--- config.mk ---
export PLATFORM = sky130hd
export DESIGN_NAME = uart_core_cfg_flat
export DESIGN_NICKNAME = d
export VERILOG_FILES = /design/src/rtl/uart_core_cfg_if.sv /design/src/rtl/uart_core_cfg.sv /design/src/flat_wrapper.sv
export SDC_FILE = /design/constraint.sdc
export NUM_CORES = 1
export LEC_CHECK = 0
export CAP_MARGIN = 20
export CORE_UTILIZATION = 57
export DETAILED_ROUTE_END_ITERATION = 7
export PLACE_DENSITY = 0.79
export SYNTH_ARGS = -nofsm -noshare
export SYNTH_HDL_FRONTEND = slang
export SYNTH_SLANG_ARGS = --single-unit
--- constraint.sdc ---
create_clock -name clk -period 2.9 [get_ports clk]
set_input_delay 0.58 -clock clk [delete_from_list [all_inputs] [get_ports clk]]
set_output_delay 0.58 -clock clk [all_outputs]
set_load 0.01 [all_outputs]
--- src/rtl/uart_core_cfg_if.sv ---
// Byte-side bus of uart_core_cfg: TX valid/ready handshake and RX result/acknowledge.
// master = register/bus front-end, slave = UART core.
interface uart_core_cfg_if #(
  parameter int DATA_BITS = 8
) ();
  logic [DATA_BITS-1:0] tx_data;
  logic                 tx_valid;
  logic                 tx_ready;
  logic [DATA_BITS-1:0] rx_data;
  logic                 rx_valid;
  logic                 rx_frame_err;
  logic                 rx_parity_err;
  logic                 rx_overrun;
  logic                 rx_ack;

  modport master (
    output tx_data, tx_valid, rx_ack,
    input  tx_ready, rx_data, rx_valid, rx_frame_err, rx_parity_err, rx_overrun
  );

  modport slave (
    input  tx_data, tx_valid, rx_ack,
    output tx_ready, rx_data, rx_valid, rx_frame_err, rx_parity_err, rx_overrun
  );
endinterface

--- src/rtl/uart_core_cfg.sv ---
// Parametrised full-duplex UART (5..9 data bits, optional even/odd parity, 1/2 stop bits).
// Optional macro UART_LOOPBACK_EN adds a 'loopback' port routing internal tx into the RX path.
//
// state    | meaning (both FSMs)
// S_IDLE   | line idle, TX waits for handshake / RX waits for falling edge
// S_START  | start bit (RX: waiting for mid-start check)
// S_DATA   | data bits, LSB first
// S_PARITY | parity bit (only visited when PARITY_EN=1)
// S_STOP   | stop bit(s); RX samples only the first one
module uart_core_cfg #(
  parameter int CLK_FREQ   = 1000000,
  parameter int BAUD_RATE  = 9600,
  parameter int DATA_BITS  = 8,
  parameter int PARITY_EN  = 0,
  parameter int PARITY_ODD = 0,
  parameter int STOP_BITS  = 1
) (
  input  logic              clk,
  input  logic              rst_n,
  uart_core_cfg_if.slave    bus,
  output logic              tx,
  output logic              tx_busy,
  input  logic              rx
`ifdef UART_LOOPBACK_EN
  ,
  input  logic              loopback
`endif
);

  localparam int BIT_CLKS = CLK_FREQ / BAUD_RATE;
  localparam int CNT_W    = $clog2(STOP_BITS * BIT_CLKS + 1);
  localparam int BITS_W   = $clog2(DATA_BITS + 1);

  typedef logic [CNT_W-1:0]  cnt_t;
  typedef logic [BITS_W-1:0] bcnt_t;

  localparam cnt_t  BIT_LOAD  = cnt_t'(BIT_CLKS - 1);
  localparam cnt_t  HALF_LOAD = cnt_t'(BIT_CLKS / 2 - 1);
  localparam cnt_t  STOP_LOAD = cnt_t'(STOP_BITS * BIT_CLKS - 1);
  localparam bcnt_t DATA_LAST = bcnt_t'(DATA_BITS - 1);
  localparam logic  PAR_ON    = (PARITY_EN != 0);
  localparam logic  PAR_ODD   = (PARITY_ODD != 0);

  typedef enum logic [2:0] {
    S_IDLE,
    S_START,
    S_DATA,
    S_PARITY,
    S_STOP
  } state_t;

  // ---------------------------------------------------------------- TX
  state_t               tx_state_q;
  cnt_t                 tx_cnt_q;
  bcnt_t                tx_bit_q;
  logic [DATA_BITS-1:0] tx_sh_q;
  logic                 tx_par_q;
  logic                 tx_q;
  logic                 tx_ready_q;
  logic                 tx_busy_q;

  always_ff @(posedge clk or negedge rst_n) begin
    if (!rst_n) begin
      tx_state_q <= S_IDLE;
      tx_cnt_q   <= '0;
      tx_bit_q   <= '0;
      tx_sh_q    <= '0;
      tx_par_q   <= 1'b0;
      tx_q       <= 1'b1;
      tx_ready_q <= 1'b1;
      tx_busy_q  <= 1'b0;
    end else begin
      case (tx_state_q)
        S_IDLE: begin
          if (bus.tx_valid) begin
            tx_sh_q    <= bus.tx_data;
            tx_par_q   <= (^bus.tx_data) ^ PAR_ODD;
            tx_q       <= 1'b0;
            tx_cnt_q   <= BIT_LOAD;
            tx_ready_q <= 1'b0;
            tx_busy_q  <= 1'b1;
            tx_state_q <= S_START;
          end
        end
        S_START: begin
          if (tx_cnt_q == '0) begin
            tx_q       <= tx_sh_q[0];
            tx_sh_q    <= tx_sh_q >> 1;
            tx_bit_q   <= DATA_LAST;
            tx_cnt_q   <= BIT_LOAD;
            tx_state_q <= S_DATA;
          end else begin
            tx_cnt_q <= tx_cnt_q - cnt_t'(1);
          end
        end
        S_DATA: begin
          if (tx_cnt_q == '0) begin
            if (tx_bit_q == '0) begin
              if (PAR_ON) begin
                tx_q       <= tx_par_q;
                tx_cnt_q   <= BIT_LOAD;
                tx_state_q <= S_PARITY;
              end else begin
                tx_q       <= 1'b1;
                tx_cnt_q   <= STOP_LOAD;
                tx_state_q <= S_STOP;
              end
            end else begin
              tx_q     <= tx_sh_q[0];
              tx_sh_q  <= tx_sh_q >> 1;
              tx_bit_q <= tx_bit_q - bcnt_t'(1);
              tx_cnt_q <= BIT_LOAD;
            end
          end else begin
            tx_cnt_q <= tx_cnt_q - cnt_t'(1);
          end
        end
        S_PARITY: begin
          if (tx_cnt_q == '0) begin
            tx_q       <= 1'b1;
            tx_cnt_q   <= STOP_LOAD;
            tx_state_q <= S_STOP;
          end else begin
            tx_cnt_q <= tx_cnt_q - cnt_t'(1);
          end
        end
        S_STOP: begin
          if (tx_cnt_q == '0) begin
            tx_ready_q <= 1'b1;
            tx_busy_q  <= 1'b0;
            tx_state_q <= S_IDLE;
          end else begin
            tx_cnt_q <= tx_cnt_q - cnt_t'(1);
          end
        end
        default: tx_state_q <= S_IDLE;
      endcase
    end
  end

  // ---------------------------------------------------------------- pad / loopback mux
  logic rx_src;

`ifdef UART_LOOPBACK_EN
  assign rx_src = loopback ? tx_q : rx;
  assign tx     = loopback ? 1'b1 : tx_q;
`else
  assign rx_src = rx;
  assign tx     = tx_q;
`endif

  assign tx_busy      = tx_busy_q;
  assign bus.tx_ready = tx_ready_q;

  // ---------------------------------------------------------------- RX
  state_t               rx_state_q;
  cnt_t                 rx_cnt_q;
  bcnt_t                rx_bit_q;
  logic [DATA_BITS-1:0] rx_sh_q;
  logic [DATA_BITS-1:0] rx_data_q;
  logic                 rx_meta_q;
  logic                 rx_sync_q;
  logic                 rx_prev_q;
  logic                 rx_par_err_q;
  logic                 rx_valid_q;
  logic                 rx_frame_err_q;
  logic                 rx_parity_err_q;

  // Start detection needs a high-to-low transition, so a held-low break
  // line cannot retrigger reception until it has been seen high again.
  always_ff @(posedge clk or negedge rst_n) begin
    if (!rst_n) begin
      rx_state_q      <= S_IDLE;
      rx_cnt_q        <= '0;
      rx_bit_q        <= '0;
      rx_sh_q         <= '0;
      rx_data_q       <= '0;
      rx_meta_q       <= 1'b1;
      rx_sync_q       <= 1'b1;
      rx_prev_q       <= 1'b1;
      rx_par_err_q    <= 1'b0;
      rx_valid_q      <= 1'b0;
      rx_frame_err_q  <= 1'b0;
      rx_parity_err_q <= 1'b0;
    end else begin
      rx_meta_q       <= rx_src;
      rx_sync_q       <= rx_meta_q;
      rx_prev_q       <= rx_sync_q;
      rx_valid_q      <= 1'b0;
      rx_frame_err_q  <= 1'b0;
      rx_parity_err_q <= 1'b0;
      case (rx_state_q)
        S_IDLE: begin
          if (rx_prev_q && !rx_sync_q) begin
            rx_cnt_q   <= HALF_LOAD;
            rx_state_q <= S_START;
          end
        end
        S_START: begin
          if (rx_cnt_q == '0) begin
            if (rx_sync_q) begin
              rx_state_q <= S_IDLE;
            end else begin
              rx_par_err_q <= 1'b0;
              rx_bit_q     <= DATA_LAST;
              rx_cnt_q     <= BIT_LOAD;
              rx_state_q   <= S_DATA;
            end
          end else begin
            rx_cnt_q <= rx_cnt_q - cnt_t'(1);
          end
        end
        S_DATA: begin
          if (rx_cnt_q == '0) begin
            rx_sh_q  <= {rx_sync_q, rx_sh_q[DATA_BITS-1:1]};
            rx_cnt_q <= BIT_LOAD;
            if (rx_bit_q == '0) begin
              rx_state_q <= PAR_ON ? S_PARITY : S_STOP;
            end else begin
              rx_bit_q <= rx_bit_q - bcnt_t'(1);
            end
          end else begin
            rx_cnt_q <= rx_cnt_q - cnt_t'(1);
          end
        end
        S_PARITY: begin
          if (rx_cnt_q == '0) begin
            rx_par_err_q <= ((^rx_sh_q) ^ PAR_ODD) != rx_sync_q;
            rx_cnt_q     <= BIT_LOAD;
            rx_state_q   <= S_STOP;
          end else begin
            rx_cnt_q <= rx_cnt_q - cnt_t'(1);
          end
        end
        S_STOP: begin
          if (rx_cnt_q == '0) begin
            rx_valid_q      <= 1'b1;
            rx_data_q       <= rx_sh_q;
            rx_frame_err_q  <= !rx_sync_q;
            rx_parity_err_q <= rx_par_err_q & PAR_ON;
            rx_state_q      <= S_IDLE;
          end else begin
            rx_cnt_q <= rx_cnt_q - cnt_t'(1);
          end
        end
        default: rx_state_q <= S_IDLE;
      endcase
    end
  end

  // ---------------------------------------------------------------- overrun
  logic rx_pending_q;
  logic rx_overrun_q;

  // An ack coinciding with rx_valid acknowledges the new word itself.
  always_ff @(posedge clk or negedge rst_n) begin
    if (!rst_n) begin
      rx_pending_q <= 1'b0;
      rx_overrun_q <= 1'b0;
    end else if (rx_valid_q) begin
      if (bus.rx_ack) begin
        rx_pending_q <= 1'b0;
        rx_overrun_q <= 1'b0;
      end else begin
        rx_pending_q <= 1'b1;
        if (rx_pending_q) begin
          rx_overrun_q <= 1'b1;
        end
      end
    end else if (bus.rx_ack) begin
      rx_pending_q <= 1'b0;
      rx_overrun_q <= 1'b0;
    end
  end

  assign bus.rx_data       = rx_data_q;
  assign bus.rx_valid      = rx_valid_q;
  assign bus.rx_frame_err  = rx_frame_err_q;
  assign bus.rx_parity_err = rx_parity_err_q;
  assign bus.rx_overrun    = rx_overrun_q;

endmodule

--- src/flat_wrapper.sv ---
// flat-port wrapper written by rule: the top's interface ports become plain ports
module uart_core_cfg_flat 
#(
  parameter int CLK_FREQ   = 1000000,
  parameter int BAUD_RATE  = 9600,
  parameter int DATA_BITS  = 8,
  parameter int PARITY_EN  = 0,
  parameter int PARITY_ODD = 0,
  parameter int STOP_BITS  = 1
)
  (clk, rst_n, tx, tx_busy, rx, bus_tx_data, bus_tx_valid, bus_rx_ack, bus_tx_ready, bus_rx_data, bus_rx_valid, bus_rx_frame_err, bus_rx_parity_err, bus_rx_overrun);
  uart_core_cfg_if #(.DATA_BITS(DATA_BITS)) bus_i ();
  input  logic clk;
  input  logic rst_n;
  output logic tx;
  output logic tx_busy;
  input  logic rx;
  input wire logic [$bits(bus_i.tx_data)-1:0] bus_tx_data;
  input wire logic [$bits(bus_i.tx_valid)-1:0] bus_tx_valid;
  input wire logic [$bits(bus_i.rx_ack)-1:0] bus_rx_ack;
  output wire logic [$bits(bus_i.tx_ready)-1:0] bus_tx_ready;
  output wire logic [$bits(bus_i.rx_data)-1:0] bus_rx_data;
  output wire logic [$bits(bus_i.rx_valid)-1:0] bus_rx_valid;
  output wire logic [$bits(bus_i.rx_frame_err)-1:0] bus_rx_frame_err;
  output wire logic [$bits(bus_i.rx_parity_err)-1:0] bus_rx_parity_err;
  output wire logic [$bits(bus_i.rx_overrun)-1:0] bus_rx_overrun;
  assign bus_i.tx_data = bus_tx_data;
  assign bus_i.tx_valid = bus_tx_valid;
  assign bus_i.rx_ack = bus_rx_ack;
  assign bus_tx_ready = bus_i.tx_ready;
  assign bus_rx_data = bus_i.rx_data;
  assign bus_rx_valid = bus_i.rx_valid;
  assign bus_rx_frame_err = bus_i.rx_frame_err;
  assign bus_rx_parity_err = bus_i.rx_parity_err;
  assign bus_rx_overrun = bus_i.rx_overrun;
  uart_core_cfg #(.CLK_FREQ(CLK_FREQ), .BAUD_RATE(BAUD_RATE), .DATA_BITS(DATA_BITS), .PARITY_EN(PARITY_EN), .PARITY_ODD(PARITY_ODD), .STOP_BITS(STOP_BITS)) u_core (.clk(clk), .rst_n(rst_n), .bus(bus_i), .tx(tx), .tx_busy(tx_busy), .rx(rx));
endmodule
After elaboration in Yosys (flattened, before gate mapping) --
Cells that the tools add are included.
Storage, ports and cells: register bits 62, bits in latches 0, memory bits (writable) 0, ROM bits 0, input port bits 13, output and inout bits 15, word-level logic and storage cells 139, memories 0
Cells by class: add/subtract/negate cells 4, $mul 0, div/mod/pow operators 0, order comparisons 0, equal/unequal tests 26, shift operators 0, mux-type cells 59, bitwise operators 0, reduce and logical (&&, ||, !) cells 31
Operator list (number):
- 2-to-1 mux 7 bit | 8
- 2-to-1 mux 3 bit | 12
- 2-to-1 mux 8 bit | 4
- one-hot mux 3 bit (5 select lines) | 2
- 2-to-1 mux 4 bit | 7
- one-hot mux 7 bit (4 select lines) | 1
- one-hot mux 8 bit (3 select lines) | 1
- != test 2 x 1 -> 1 bit (second input constant) | 11
- one-hot mux 7 bit (3 select lines) | 1
- 2-to-1 mux 1 bit | 17
- one-hot mux 4 bit (2 select lines) | 2
- AND reduction 5 bit | 3
- zero test 7 bit | 2
- subtractor 7 x 1 -> 7 bit (second input constant) | 2
- == test 3 x 2 -> 1 bit (second input constant) | 4
- != test 2 bit (second input constant) | 6
- AND reduction 6 bit | 2
- nonzero test 2 bit | 5
- zero test 4 bit | 2
- AND reduction 4 bit | 2
- nonzero test 4 bit | 2
- subtractor 4 x 1 -> 4 bit (second input constant) | 2
- == test 3 x 1 -> 1 bit (second input constant) | 2
- == test 3 bit (second input constant) | 2
- 12 further kinds | 18

Longest topological paths before layout --
depth after elaboration 4, depth in mapped cells 8, gate-level depth less buffers 7

Least setup slack after synthesis --
Ideal clock, no wire load.
path type register to register, start point reg u_core.tx_cnt_q[0], end point reg u_core.tx_sh_q[0], library setup time 125 ps, data arrival time 2018 ps, required time 2775 ps, path slack 757 ps, cell stages (with the launch flop) 9, path buffers 1, path through dfrtp_1 inv_1 ha_1 or4b_4 nor2_4 nand3b_1 a31o_1 buf_6 mux2_4
On the way: longest elaborated chain between the ends 3, elaborated cells on any way between the ends 4, classes of those cells 2 x eq/ne; 2 x reduce/logical
Ends and longest elaborated chain:
- start, declared | line uart_core_cfg.sv:54 | cnt_t tx_cnt_q;
- start signal, assigned | line uart_core_cfg.sv:93 | tx_cnt_q <= tx_cnt_q - cnt_t'(1);
- start signal, assigned | line uart_core_cfg.sv:115 | tx_cnt_q <= tx_cnt_q - cnt_t'(1);
- start signal, assigned | line uart_core_cfg.sv:124 | tx_cnt_q <= tx_cnt_q - cnt_t'(1);
- zero test 7 bit * | line uart_core_cfg.sv:86, uart_core_cfg.sv:97
- != test 2 x 1 -> 1 bit (no line)
- AND reduction 5 bit (no line) *
- end signal, assigned | line uart_core_cfg.sv:76 | tx_sh_q <= bus.tx_data;
- end signal, assigned | line uart_core_cfg.sv:88 | tx_sh_q <= tx_sh_q >> 1;
- end signal, assigned | line uart_core_cfg.sv:110 | tx_sh_q <= tx_sh_q >> 1;
- end, declared | line uart_core_cfg.sv:56 | logic [DATA_BITS-1:0] tx_sh_q;
Mark *: on every way between the ends. The rest lies on a longest branch, timed or not. A chain may end at the register's enable or synchronous reset.

Final worst setup path --
Ends and elaborated chain as after synthesis.

==> impl_metrics.tcl <==
set metrics [dict create \
    viasPerCell 5.65 \
    ys_seq_elements 62 \
    gr-total-overflow 0 \
    die_w_um 76.0 \
    synth_seq_area_share_pct 49.9 \
    drt-pass1-iter-count 4 \
    drt_iter0_markers 103 \
    synthTopCellsByCount "dfrtp_1, nor2_1, a21oi_1" \
    hpwl_um 3850 \
    area.growth.synth_to_final_pct 16.9 \
    antenna_found_initial 0 \
    skew_ns 0.0107 \
    numPortBuffers 26 \
    critPathTopFamily "simple AND/OR/NAND/NOR gates" \
    fin_setup_tns_ns 0 \
    grt_max_degree 36 \
    hold_viol_final 0 \
    crit_path_max_incr_delay_ns 0.50 \
    dr_wl_met3_um 240 \
    synth_cell_types 56 \
    maxCapViolations 0 \
    worstPathRequired_ns 3.12 \
    met1Wirelength_um 2620 \
    io_pins 28 \
    layout_setup_ws_ns 0.531 \
    slew_violations 0 \
    top_layer "met4" \
    grt_pass1_vias 2274 \
    fin_crit_ns 2.37 \
    dp_slack_ns 0.552 \
    crit_chain "inv_1 > ha_1 > or4b_4 > nor2_4 > nand3b_1 > a31o_1 > mux2_4" \
    synth_top_cell_by_area "dfrtp_1" \
    synthCells 299 \
    numCtsBuffers 9 \
    hold_ws_ns 0.268 \
    crit_buf_inv 1 \
    slew_headroom_pct 48.3 \
    synth_area_mm2 0.00312 \
    arrival_ns 2.59 \
    h-tree-depth 3 \
    grt.total_usage_pct 21.5 \
    critPathLaunch "u_core.tx_cnt_q[0]" \
    fillers 365 \
    synth.net_count 317 \
    p_leak_nw 1.62 \
    synth.most_common_cell "dfrtp_1" \
    cp_slowest_cell "or4b_4" \
    drcViolationCount 0 \
    max_slew.worst_pin.slew_ns 0.765 \
    wl_per_cell_um 13.9 \
    status "complete, no violations" \
    wl_met2_um 2670 \
    totalWireLength_um 5560 \
    path_clk_slew_ns 0.07 \
    timing.rr.start "u_core.tx_cnt_q[0]" \
    hold_path.class "primary input to asynchronous set/reset pin" \
    synth_edf_count 0 \
    synth_top_area_share_pct 45.7 \
    vias 2264 \
    fin_area_mm2 0.00365 \
    final_layout_size_suffix_gt1_share_pct 17.2 \
    yosys_warnings 0 \
    fin_nets 344 \
    postCtsSetupBuffers 0 \
    fmax_mhz 422 \
    ys_async_sr_fraction_pct 100 \
    placed_area_mm2 0.00343 \
    synthFlopType "dfrtp_1" \
    power.density_mw_per_mm2 721 \
    clock_sinks 62 \
    clk_latency_ns 0.33 \
    crit_fanout 9 \
    gp_congestion 0.838 \
    ant_nets 0 \
    cts_tree "built" \
    critPathLaunchType "register" \
    rsz0062_at_grt "false" \
    power.total_mw 2.63 \
    cts_root_buf "clkbuf_8" \
    cts_hold_buf 0 \
    clockBufferDepth 2 \
    setup_viol 0 \
    dieArea_mm2 0.00578 \
    grt_pass1_wl_um 9930 \
    syn_avg_cell_area_um2 10.4 \
    cts_resized 0 \
    start_util_pct 60.0 \
    antenna_cells 0 \
    cp-end-kind "register" \
    vdd_drop_max_v 0.000431 \
    rows 26 \
    fin_crit_sh_pct 81.7 \
    core_mm2 0.00520 \
    fp.dieH_um 76.0 \
    crit_type "register to register" \
    synthTopCellsByArea "dfrtp_1, mux2_2, dfstp_2, mux2_4, nor2_1" \
]
-- metal layers --
| layer | up-vias | global-route usage, % |
|---|---|---|
| li1 | 1120 | - |
| met1 | 1085 | 26.9 |
| met4 | 0 | 8.65 |
| met3 | 2 | 6.59 |
| met5 | - | 0 |
| met2 | 57 | 34.9 |
-- cells in the final DEF, fill, tap and decap left out, drive strengths merged, types with 4 or more instances in the layout --
master / synthesis / routed
nor3b: 5 / 5
mux2: 31 / 31
nand3: 8 / 8
clkbuf: 7 / 11
or2: 4 / 4
nand2: 17 / 17
dfrtp: 57 / 57
nor2: 32 / 32
nand2b: 5 / 5
clkdlybuf4s50: 0 / 25
inv: 12 / 14
a21oi: 20 / 20
ha: 5 / 5
dfstp: 5 / 5
nor3: 15 / 15
o21ai: 15 / 15
a21boi: 4 / 4
a31oi: 5 / 5
or3: 7 / 7
-- sequential cells by signal, summed over array words and instances, names as in the netlist, 3 cells and up --
name and count:
u_core.rx_state_q 3, u_core.tx_bit_q 4, u_core.tx_sh_q 8, u_core.rx_bit_q 4, u_core.tx_cnt_q 7, u_core.rx_cnt_q 7
u_core.rx_sh_q 8, u_core.tx_state_q 3, u_core.bus.rx_data 8
-- worst paths after layout --
check / slack (ns) / cells past startpoint / end
worst max-delay path: 0.53 / 7 / u_core.tx_sh_q[0]
worst min register to register: 0.36 / 0 / u_core.rx_sync_q
worst max register to register: 0.53 / 7 / u_core.tx_sh_q[0]
min in group clk: 0.36 / 0 / u_core.rx_sync_q
max in group asynchronous: 1.96 / 2 / u_core.rx_sync_q
worst min-delay path: 0.27 / 1 / u_core.bus.rx_valid
-- power by group --
part	internal, mW	switching (mW)
logic	0.335	0.298
registers	1.03	0.167
clock network	0.451	0.356
total	1.81	0.821
-- area by class of cell --
cell class              count  area [um^2]  area share (%)
flip-flops and latches     62         1560            42.7
multi-input cells         213         1460            40.0
repair buffers             28          283            7.75
clock buffers              11          151            4.15
well taps                  70         87.6            2.40
clock inverters             5         63.8            1.75
inverters                  12         45.0            1.23
-- logic make-up after synthesis --
kind of cell / after synthesis / synth area share, %
flip-flops: 62 / 49.9
AND/OR/NAND/NOR: 110 / 19.0
adder cells (fa/ha/maj): 5 / 2.00
XOR/XNOR: 5 / 1.40
buffers and inverters: 24 / 3.33
AO/OA/AOI/OAI: 60 / 11.8
other: 1 / 0.120
multiplexers: 32 / 12.5
-- metrics by stage --
step / cells / utilization [%]
floorplan: 299 / -
global placement: 385 / 66.0
detailed placement: 385 / 66.0
CTS: 401 / 70.1
global route: 401 / 70.1
finish: 401 / 70.1
No activity file was read; power rests on OpenSTA's default activity.
